**config.mk**
```make
export PLATFORM = sky130hd
export DESIGN_NAME = adpll_chan_seq
export DESIGN_NICKNAME = d
export VERILOG_FILES = /design/src/rtl/adpll_chan_seq.sv
export SDC_FILE = /design/constraint.sdc
export NUM_CORES = 1
export LEC_CHECK = 0
export CORE_ASPECT_RATIO = 2
export CORE_MARGIN = 1
export CORE_UTILIZATION = 45
export CTS_CLUSTER_SIZE = 24
export DETAILED_ROUTE_END_ITERATION = 16
export HOLD_SLACK_MARGIN = 0.02
export PLACE_DENSITY = 0.77
export SYNTH_ARGS = -nofsm -noshare
export SYNTH_HDL_FRONTEND = slang
export SYNTH_SLANG_ARGS = --single-unit
```
**constraint.sdc**
```tcl
create_clock -name clk -period 4.5 [get_ports clk]
set_input_delay 0.45 -clock clk [delete_from_list [all_inputs] [get_ports clk]]
set_output_delay 0.45 -clock clk [all_outputs]
set_load 0.03 [all_outputs]
```
**src/rtl/adpll_chan_seq.sv**
```systemverilog
// Channel sequencer for an ADPLL: powers the loop down, applies a new FCW/mode,
// waits for lock with retries and timeout, and watches for loss of lock.
module adpll_chan_seq #(
  parameter int FCWW      = 26,
  parameter int SETTLE    = 8,
  parameter int LOCK_TMO  = 1023,
  parameter int MAX_RETRY = 2
) (
  input  logic            clk,
  input  logic            rst,
  input  logic            en,
  input  logic            req_valid,
  output logic            req_ready,
  input  logic [FCWW-1:0] req_fcw,
  input  logic [1:0]      req_mode,
  input  logic            abort,
  output logic [FCWW-1:0] adpll_fcw,
  output logic [1:0]      adpll_mode,
  input  logic            channel_lock,
  output logic            busy,
  output logic            locked,
  output logic            lol,
  output logic [1:0]      err,
  output logic [1:0]      retry_cnt
);

  typedef enum logic [2:0] {
    S_IDLE, S_PWRDN, S_APPLY, S_LOCKED, S_FAIL
  } state_t;

  localparam logic [1:0] M_PD   = 2'd0;
  localparam logic [1:0] M_TEST = 2'd1;

  localparam logic [1:0] E_NONE    = 2'd0;
  localparam logic [1:0] E_TIMEOUT = 2'd1;
  localparam logic [1:0] E_BADMODE = 2'd2;
  localparam logic [1:0] E_ABORTED = 2'd3;

  localparam logic [7:0] SETTLE_LAST = 8'(SETTLE - 1);
  localparam logic [9:0] TMO_LAST    = 10'(LOCK_TMO);
  localparam logic [1:0] RETRY_MAX   = 2'(MAX_RETRY);
  localparam logic [9:0] BLANK_END   = 10'd2;

  state_t            state_q, state_d;
  logic [FCWW-1:0]   fcw_q, fcw_d;
  logic [1:0]        amode_q, amode_d;
  logic [1:0]        mode_q, mode_d;
  logic [1:0]        err_q, err_d;
  logic [1:0]        retry_q, retry_d;
  logic              lol_q, lol_d;
  logic [7:0]        settle_q, settle_d;
  logic [9:0]        timer_q, timer_d;

  logic              ready_w;
  logic              accept_w;
  logic              abort_w;

  // State register: every register also holds while en is low, reset wins over en.
  always_ff @(posedge clk) begin
    // NOTE: sequential state uses non-blocking assignments so every register
    // samples the pre-edge values of the others, independent of statement order.
    if (rst) begin
      state_q  <= S_IDLE;
      fcw_q    <= '0;
      amode_q  <= M_PD;
      mode_q   <= M_PD;
      err_q    <= E_NONE;
      retry_q  <= 2'd0;
      lol_q    <= 1'b0;
      settle_q <= 8'd0;
      timer_q  <= 10'd0;
    end else begin
      state_q  <= state_d;
      fcw_q    <= fcw_d;
      amode_q  <= amode_d;
      mode_q   <= mode_d;
      err_q    <= err_d;
      retry_q  <= retry_d;
      lol_q    <= lol_d;
      settle_q <= settle_d;
      timer_q  <= timer_d;
    end
  end

  assign accept_w = en & req_valid & ready_w & ~abort;
  assign abort_w  = en & abort &
                    ((state_q == S_PWRDN) || (state_q == S_APPLY) || (state_q == S_LOCKED));

  // Next-state logic. Priority: abort, accept, then the per-state behaviour.
  always_comb begin
    // NOTE: every signal assigned here gets a default first, so no path can
    // leave one unassigned and infer a latch.
    state_d  = state_q;
    fcw_d    = fcw_q;
    amode_d  = amode_q;
    mode_d   = mode_q;
    err_d    = err_q;
    retry_d  = retry_q;
    lol_d    = lol_q;
    settle_d = settle_q;
    timer_d  = timer_q;

    if (en) begin
      // Counters restart on every state entry; the pulse lasts one enabled cycle.
      lol_d    = 1'b0;
      settle_d = 8'd0;
      timer_d  = 10'd0;

      if (abort_w) begin
        state_d = S_IDLE;
        amode_d = M_PD;
        err_d   = E_ABORTED;
      end else if (accept_w) begin
        err_d   = E_NONE;
        retry_d = 2'd0;
        mode_d  = req_mode;
        amode_d = M_PD;
        if (req_mode == M_PD) begin
          state_d = S_IDLE;
          fcw_d   = req_fcw;
        end else if (req_mode == M_TEST) begin
          state_d = S_FAIL;
          err_d   = E_BADMODE;
        end else begin
          state_d = S_PWRDN;
          fcw_d   = req_fcw;
        end
      end else begin
        unique case (state_q)
          S_PWRDN: begin
            if (settle_q == SETTLE_LAST) begin
              state_d = S_APPLY;
              amode_d = mode_q;
            end else begin
              state_d  = S_PWRDN;
              settle_d = settle_q + 8'd1;
            end
          end
          S_APPLY: begin
            // Lock is blanked for the first two cycles so a stale indication is ignored.
            if (channel_lock && (timer_q >= BLANK_END)) begin
              state_d = S_LOCKED;
            end else if (timer_q == TMO_LAST) begin
              amode_d = M_PD;
              if (retry_q < RETRY_MAX) begin
                state_d = S_PWRDN;
                retry_d = retry_q + 2'd1;
              end else begin
                state_d = S_FAIL;
                err_d   = E_TIMEOUT;
              end
            end else begin
              timer_d = timer_q + 10'd1;
            end
          end
          S_LOCKED: begin
            if (!channel_lock) begin
              state_d = S_PWRDN;
              amode_d = M_PD;
              retry_d = 2'd0;
              lol_d   = 1'b1;
            end
          end
          S_IDLE, S_FAIL: ;
          default: state_d = S_IDLE;
        endcase
      end
    end
  end

  // Output logic: status decoded from the current state only.
  always_comb begin
    ready_w = 1'b0;
    busy    = 1'b0;
    locked  = 1'b0;
    unique case (state_q)
      S_IDLE, S_FAIL: ready_w = 1'b1;
      S_PWRDN, S_APPLY: busy = 1'b1;
      S_LOCKED: begin
        ready_w = 1'b1;
        locked  = 1'b1;
      end
      default: ready_w = 1'b0;
    endcase
  end

  assign req_ready  = ready_w;
  assign adpll_fcw  = fcw_q;
  assign adpll_mode = amode_q;
  assign lol        = lol_q;
  assign err        = err_q;
  assign retry_cnt  = retry_q;

endmodule

```
# Word-level counts from Yosys, hierarchy flattened
# Index checks and enable logic that the tools add are counted.
[word_totals]
reg_bits = 56
in_bits = 34
out_inout_bits = 36
elab_cells = 107
[classes]
n_addsub = 3
magnitude_cmp = 2
eq_ne = 20
mux = 48
n_bitwise = 7
n_reduce_logical = 18
[ops]
columns = ["operator", "n"]
rows = [
  ["$mux W26", 2],
  ["$mux W10", 5],
  ["$mux W2", 19],
  ["$mux W8", 4],
  ["$mux W3", 8],
  ["$ne A3 B3 Y1 const B", 5],
  ["$pmux W3 S4", 1],
  ["$add A10 B1 Y10 const B", 1],
  ["$eq A10 B10 Y1 const B", 1],
  ["$ge A10 B2 Y1 const B", 1],
  ["$reduce_bool A3 Y1", 3],
  ["$add A8 B1 Y8 const B", 1],
  ["$eq A8 B3 Y1 const B", 1],
  ["$ne A4 B3 Y1 const B", 2],
  ["$ne A4 B4 Y1 const B", 2],
  ["$reduce_and A4 Y1", 2],
  ["$mux W1", 7],
  ["$reduce_and A7 Y1", 1],
  ["$eq A3 B2 Y1 const B", 2],
  ["$ne A3 B2 Y1 const B", 2],
  ["$pmux W2 S3", 1],
  ["$reduce_and A6 Y1", 1],
  ["$and A1 B1 Y1", 5],
  ["$ne A5 B3 Y1 const B", 1],
  ["17 further kinds", 20],
]

# Depth between registers and ports, before layout
# Gate-level depths: netlist of the first run.
[depth]
depth_word = 7
ltp_mapped = 9
ltp_nobuf = 7

# Worst setup path before layout of the first run
# No wires, ideal clock.
[synth_timing]
path_type = "flip-flop to flip-flop"
start = "register timer_q[0]"
end = "register timer_q[1]"
setup_time_ns = 0.079
arrival_ns = 2.024
required_ns = 4.421
slack_ns = 2.397
stages_incl_launch_ff = 9
n_path_buf = 1
period_less_slack_ns = 2.103
path_cell_list = "dfxtp_1 > inv_1 > ha_1 > nor4_1 > a31oi_1 > or4_4 > a21o_1 > buf_6 > a211oi_2"
[synth_between]
elab_chain_cells = 6
elab_cells_between_ends = 9
cone_classes = "1 x add/sub; 1 x order compare; 1 x eq/ne; 5 x mux; 1 x reduce/logical"
[synth_rtl]
columns = ["element", "line_no", "source"]
rows = [
  ["from (decl)", "52", "logic [9:0] timer_q, timer_d;"],
  ["from (signal assigned)", "81", "timer_q <= timer_d;"],
  ["$add A10 B1 Y10, or another cell as far along", "153", "timer_d = timer_q + 10'd1;"],
  ["$mux W10 or $logic_and A1 B1 Y1 (tied branches)", "143, 141", ""],
  ["$mux W10 (*)", "141", "if (channel_lock && (timer_q >= BLANK_END)) begin"],
  ["$mux W10 (*)", "129", "unique case (state_q)"],
  ["$mux W10 (*)", "113", "end else if (accept_w) begin"],
  ["$mux W10 (*)", "109", "if (abort_w) begin"],
]
# Mark *: on every way between the ends. The rest lies on a longest branch, timed or not.
# A chain may end at the register's enable or synchronous reset.

# Worst setup path in the final report of the first run
[layout_timing]
start = "register state_q[0]"
end = "output port busy"
[layout_between]
elab_chain_cells = 3
elab_cells_between_ends = 4
cone_classes = "2 x eq/ne; 1 x mux; 1 x reduce/logical"
[layout_rtl]
columns = ["element", "line_no", "source"]
rows = [
  ["from (decl)", "44", "state_t state_q, state_d;"],
  ["from (signal assigned)", "73", "state_q <= state_d;"],
  ["$eq A3 B1 Y1 or $eq A3 B2 Y1 (tied branches)", "176", "unique case (state_q)"],
  ["$reduce_or A2 Y1 (*)", "176", ""],
  ["$mux W1 (*)", "176", ""],
  ["to (decl)", "20", "output logic busy,"],
]
# Marks and branches as above.

==> impl_metrics.py, run 1 <==
metrics = {
    "yosys": {
        "synthesis.instances": 310,
        "yosysWarnings": 0,
        "synth_top_cells_by_area": "dfxtp_1, nand2_1, a21oi_1",
        "synth.net_count": 347,
        "ys_ff_latch": 56,
        "synth.cells.most_frequent": "nand2_1, dfxtp_1, a21oi_1",
        "synthesis.area_per_instance_um2": 8.20,
        "synth-edff-count": 0,
        "yosys.area_share.xor_xnor_pct": 4.83,
        "async_set_or_reset_register_ratio_after_synthesis_pct": 0,
        "synth_simple_gate_area_share_pct": 26.7,
        "synthDominantCellAreaShare_pct": 44.1,
        "muxShareOfSynthArea_pct": 0.788,
        "synth_cell_types": 48,
        "synth_adder_area_share_pct": 1.48,
        "seq_area_frac_synth_pct": 44.1,
        "fraction_of_the_mapped_netlist_area_in_compound_gates_pct": 17.6,
        "most_frequent_cell_after_synthesis": "nand2_1",
        "yosys_most_used_dff": "dfxtp_1",
        "synth_top_cell_by_area": "dfxtp_1",
        "synth_area_mm2": 0.00254,
        "synth_top_family_by_area": "simple AND/OR/NAND/NOR gates",
    },
    "die": {
        "fp.dieW_um": 55.1,
        "core_area_mm2": 0.00542,
        "die_height_um": 108,
        "initial_core_util_pct": 46.9,
        "io_pins": 70,
        "fp.dieArea_mm2": 0.00597,
        "placement_rows": 38,
    },
    "timing": {
        "worst_hold_slack_ns": 0.458,
        "worst_slew_margin_rel_pct": 34.3,
        "timing.final.max_slew_violations": 0,
        "setup-tns-final_ns": 0,
        "min_period_over_period_pct": 55.7,
        "timing.clock.skew_ns": 0.00843,
        "hold_viol": 0,
        "finalSetupViolations": 0,
        "finalWorstSetupSlack_ns": 1.99,
        "final_period_minus_worst_setup_slack_ns": 2.51,
        "setup_repair_after_global_routing_missed_its_margin": "false",
        "fmax_mhz": 399,
        "tightestPinTransition_ns": 0.986,
    },
    "layout": {
        "finish.cell_count_without_fillers": 434,
        "final_core_util_pct": 62.0,
        "nets": 410,
        "layout-drive-gt1-share_pct": 4.81,
        "final_cell_area_mm2": 0.00336,
        "insertedDiodeCount": 0,
        "layout_area_overhead_pct": 32.2,
    },
    "run_status": {
        "status": "complete, no violations",
    },
    "run": {
        "timing.max_cap.violations": 0,
    },
    "clock_network": {
        "clkSinkCount": 56,
        "cts_resized": 0,
        "ctsHoldBuffers": 0,
        "root_buffer": "clkbuf_8",
        "max-clock-path-buffers": 2,
        "worst_skew_pair.late_latency_ns": 0.32,
        "path_clk_slew_ns": 0.10,
        "cts_tree": "yes",
        "cts_htree_levels": 2,
        "cts_inserted_buffers": 5,
        "postCtsSetupRepairBufs": 0,
    },
    "global_routing": {
        "grt_first_pass_wirelength_mm": 10.4,
        "largest_net_degree_at_the_start_of_global_routing": 37,
        "grt_antenna_before_repair": 0,
        "gr_usage_total_pct": 24.0,
        "grt_pass1_vias": 2331,
        "grt.overflow.total": 0,
    },
    "critical_path": {
        "arrival_ns": 2.06,
        "cp_data_required_time_ns": 4.05,
        "end_kind": "output pin",
        "worstSetupPathType": "reg2out",
        "worst-r2r-cell-count": 7,
        "crit-reg2reg-launch": "timer_q[0]",
        "worst_setup_path_endpoint": "busy",
        "crit_path_start_kind": "register",
        "reg2reg_setup_slack_ns": 2.08,
        "critical_path_peak_fanout": 8,
        "worst_r2r_endpoint": "timer_q[1]",
        "crit_start": "state_q[0]",
    },
    "power": {
        "power.switching_fraction_pct": 23.7,
        "leakagePower_nw": 1.19,
        "ir_drop_mv": 0.278,
        "p_seq_share_pct": 54.0,
        "share_clk_of_total_power_pct": 34.6,
        "power_frac_comb_pct": 11.5,
        "power.switching_mw": 0.224,
        "p_per_area_mw_per_mm2": 282,
        "p_int_mw": 0.723,
        "power_after_layout_mw": 0.947,
    },
    "drt": {
        "drt_iter0_markers": 59,
        "ant_nets": 0,
        "drtPass1Iterations": 6,
        "routed_wirelength_mm": 6.51,
        "num_vias": 2451,
        "drc_errors": 0,
        "route.detailed.wl_per_inst_um": 15.0,
        "avgViaCountPerCell": 5.65,
    },
    "placement": {
        "finalWeightedCongestion": 0.914,
        "placed_cell_area_mm2": 0.00325,
        "placedCellCount": 426,
        "place.port_buffers": 69,
        "hpwl_mm": 4.67,
        "placement.setup.worst_slack_ns": 1.71,
    },
    "min_path": {
        "hold-path-cell-count": 2,
        "min-delay-path-class": "reg2reg",
    },
}
## routing by layer
layer / up-vias / global-route usage [%] / share of wire (%)
met2: 83 / 41.8 / 54
met5: - / 0 / 0
met1: 1149 / 24.2 / 37
met4: 0 / 10.5 / 2.3
met3: 12 / 8.44 / 6.6
li1: 1207 / - / -
## worst max-delay path: stages (launching register included)
cell and delay (ns):
dfxtp_1 0.46, or3b_2 0.52, nand2_1 0.09, clkdlybuf4s50_1 0.66
## logic make-up (layout without fill, tap and decap cells)
kind of cell / Yosys count / after routing
adders and majority gates: 3 / 3
xor gates and xnor gates: 14 / 14
AOI/OAI and AO/OA: 69 / 69
buffers and inverters: 25 / 89
and+or+nand+nor: 141 / 141
DFF: 56 / 56
muxes: 2 / 2
## registers in the layout (all words and copies together), names as in the netlist
register / flops
state_q: 3
settle_q: 8
adpll_fcw: 26
adpll_mode: 2
mode_q: 2
err: 2
retry_cnt: 2
lol: 1
timer_q: 10
## final cells by class
type                            count  area [um2]
Clock buffer                        6        72.6
Clock inverter                      2        35.0
Sequential cell                    56        1120
Timing Repair Buffer               72         713
Inverter                            9        33.8
Multi-Input combinational cell    229        1310
Tap cell                           60        75.1
Fill cell                         517        2060
## worst min-delay path by stage
stage                          to     startpoint
floorplan               mode_q[0]      mode_q[0]
global placement    adpll_fcw[17]  adpll_fcw[17]
detailed placement  adpll_fcw[17]  adpll_fcw[17]
CTS                 adpll_fcw[19]  adpll_fcw[19]
global route        adpll_fcw[19]  adpll_fcw[19]
finish              adpll_fcw[19]  adpll_fcw[19]
## power groups by stage
stage               registers [mW]  clock network (mW)  logic, mW
finish                       0.511               0.327      0.109
global route                 0.512               0.357      0.118
CTS                          0.511               0.335      0.109
detailed placement           0.522                   0      0.108
global placement             0.522                   0      0.108
floorplan                    0.536                   0     0.0390
## cell usage in the layout, fill, tap and decap left out, types with 4 or more instances in the layout
| cell | n |
|---|---|
| nor3b_1 | 4 |
| clkbuf_8 | 5 |
| nand2_1 | 67 |
| dfxtp_1 | 56 |
| a31oi_1 | 4 |
| o21ai_0 | 6 |
| inv_1 | 9 |
| a21oi_1 | 33 |
| clkdlybuf4s50_1 | 69 |
| xor2_1 | 7 |
| and4_1 | 5 |
| and3_1 | 8 |
| xnor2_1 | 7 |
| nor2_1 | 26 |
| nand4_1 | 6 |
| a311oi_1 | 5 |
| nand3_1 | 4 |
No activity file was read; power rests on OpenSTA's default activity.
==> run 2: changes to the inputs <==
Settings changed: CORE_UTILIZATION 45 to 43.
Clock period 4.5 ns to 2.3 ns, I/O delays scaled along.
==> impl_metrics.py, run 2 (synthesis gave the netlist of run 1 again) <==
metrics = {
    "timing": {
        "min_period_over_period_pct": 92.6,
        "tightestPinTransition_ns": 0.473,
        "setup-tns-final_ns": 0,
        "timing.clock.skew_ns": 0.00824,
        "worst_hold_slack_ns": 0.454,
        "fmax_mhz": 470,
        "finalSetupViolations": 0,
        "setup_repair_after_global_routing_missed_its_margin": "false",
        "timing.final.max_slew_violations": 0,
        "hold_viol": 0,
        "final_period_minus_worst_setup_slack_ns": 2.13,
        "worst_slew_margin_rel_pct": 68.4,
        "finalWorstSetupSlack_ns": 0.170,
    },
    "placement": {
        "placement.setup.worst_slack_ns": 0.147,
        "place.port_buffers": 69,
        "hpwl_mm": 5.18,
        "finalWeightedCongestion": 0.876,
        "placedCellCount": 439,
    },
    "layout": {
        "finish.cell_count_without_fillers": 447,
        "layout_area_overhead_pct": 37.7,
        "insertedDiodeCount": 0,
        "nets": 422,
        "leading_cell_type_in_the_layout_fill_and_taps_excluded": "clkdlybuf4s50_1",
        "largest_reg_flops": 26,
        "final_core_util_pct": 61.3,
        "nFillCells": 498,
        "most-common-layout-cells": "clkdlybuf4s50_1, nand2_1, dfxtp_1",
        "layout-drive-gt1-share_pct": 8.29,
    },
    "die": {
        "io_pins": 70,
        "placement_rows": 39,
        "fp.dieW_um": 56.4,
        "die_height_um": 111,
        "core_area_mm2": 0.00571,
        "fp.dieArea_mm2": 0.00624,
        "initial_core_util_pct": 44.5,
    },
    "run": {
        "timing.max_cap.violations": 0,
    },
    "clock_network": {
        "cts_htree_levels": 2,
        "cts_inserted_buffers": 5,
        "worst_skew_pair.late_latency_ns": 0.30,
        "cts_tree": "yes",
        "max-clock-path-buffers": 2,
        "clkSinkCount": 56,
        "path_clk_slew_ns": 0.07,
        "root_buffer": "clkbuf_16",
    },
    "global_routing": {
        "grt_antenna_before_repair": 0,
        "gr_usage_total_pct": 23.2,
        "largest_net_degree_at_the_start_of_global_routing": 27,
        "grt_first_pass_wirelength_mm": 11.3,
        "grt.overflow.total": 0,
        "grt_pass1_vias": 2360,
    },
    "drt": {
        "ant_nets": 0,
        "dr_wl_met2_mm": 3.72,
        "drt_iter0_markers": 90,
        "drtPass1Iterations": 4,
        "avgViaCountPerCell": 5.57,
        "maxUsedRoutingLayer": "met4",
        "met3RoutedLength_um": 337,
        "route.detailed.wl_per_inst_um": 15.4,
        "drc_errors": 0,
        "num_vias": 2491,
        "drt-met1-wl_mm": 2.47,
        "routed_wirelength_mm": 6.87,
    },
    "critical_path": {
        "worstSetupPathType": "reg2reg",
        "arrival_ns": 2.35,
        "cpMaxStageDelayCell": "or4_4",
        "critical_path_peak_fanout": 9,
        "end_kind": "register",
        "cp_data_required_time_ns": 2.52,
        "crit_path_max_incr_delay_ns": 0.59,
        "crit_path_cell_trace": "or3b_1 > or4_4 > a21o_1 > a211oi_2",
        "crit_path_start_kind": "register",
    },
    "min_path": {
        "min-delay-path-class": "reg2reg",
    },
    "power": {
        "p_per_area_mw_per_mm2": 573,
        "leakagePower_nw": 1.28,
        "ir_drop_mv": 0.773,
    },
    "run_status": {
        "status": "complete, no violations",
    },
}
==> run 2: changes by cell type in the layout (fill, tap and decap cells not counted) <==
cell,delta
bufinv_16,-1
buf_4,+12
nor4_2,+1
clkinv_4,+1
dlymetal6s2s_1,+1
clkbuf_1,-1
clkbuf_16,+5
clkdlybuf4s50_1,-1
inv_6,+1
clkbuf_8,-5
nor4_1,-1
==> run 2: layer usage <==
layer | vias to the layer above | track usage, %
met2 | 90 | 41.7
li1 | 1234 | -
met3 | 21 | 4.55
met5 | - | 0
met4 | 0 | 13.7
met1 | 1146 | 24.2
==> run 2: repair_timing <==
| action | 4_1_cts | 5_1_grt |
|---|---|---|
| setup buffers | 0 | 0 |
| gates resized for setup | 0 | 2 |
| endpoints found under the setup margin | 0 | 5 |
| hold buffers | 0 | 0 |
==> run 2: worst paths after layout <==
check	startpoint	cells after the start	slack (ns)	to
setup / recovery	state_q[1]	4	0.17	timer_q[1]
hold / removal	adpll_fcw[0]	2	0.45	adpll_fcw[0]
setup reg to reg	state_q[1]	4	0.17	timer_q[1]
hold reg to reg	adpll_fcw[0]	2	0.45	adpll_fcw[0]
==> run 2: stage by stage <==
| step | power, mW | instance area [um2] |
|---|---|---|
| 3_5_place_dp | 1.25 | 3340 |
| 4_1_cts | 2.03 | 3490 |
| 6_report | 2.00 | 3500 |
| 5_1_grt | 2.08 | 3500 |
| 3_3_place_gp | 1.24 | 3340 |
| 2_1_floorplan | 1.13 | 2540 |
==> run 2: area by class of cell <==
| cell class | instances | area, um2 | share of cell area (%) |
|---|---|---|---|
| Multi-Input combinational cell | 229 | 1310 | 37.6 |
| Sequential cell | 56 | 1120 | 32.0 |
| Timing Repair Buffer | 84 | 806 | 23.0 |
| Clock buffer | 5 | 125 | 3.58 |
| Tap cell | 61 | 76.3 | 2.18 |
| Inverter | 9 | 33.8 | 0.966 |
| Clock inverter | 3 | 22.5 | 0.644 |
==> run 2: critical path: cells and delay by family (launching register included) <==
kind               cells  cell delay (ns)
and+or+nand+nor        2             1.06
AOI/OAI and AO/OA      2             0.51
DFF                    1             0.48
==> run 2: power by group <==
part           internal, mW  switching (mW)
Combinational         0.111           0.114
Sequential            0.988          0.0106
Clock                 0.408           0.371
Total                  1.51           0.495
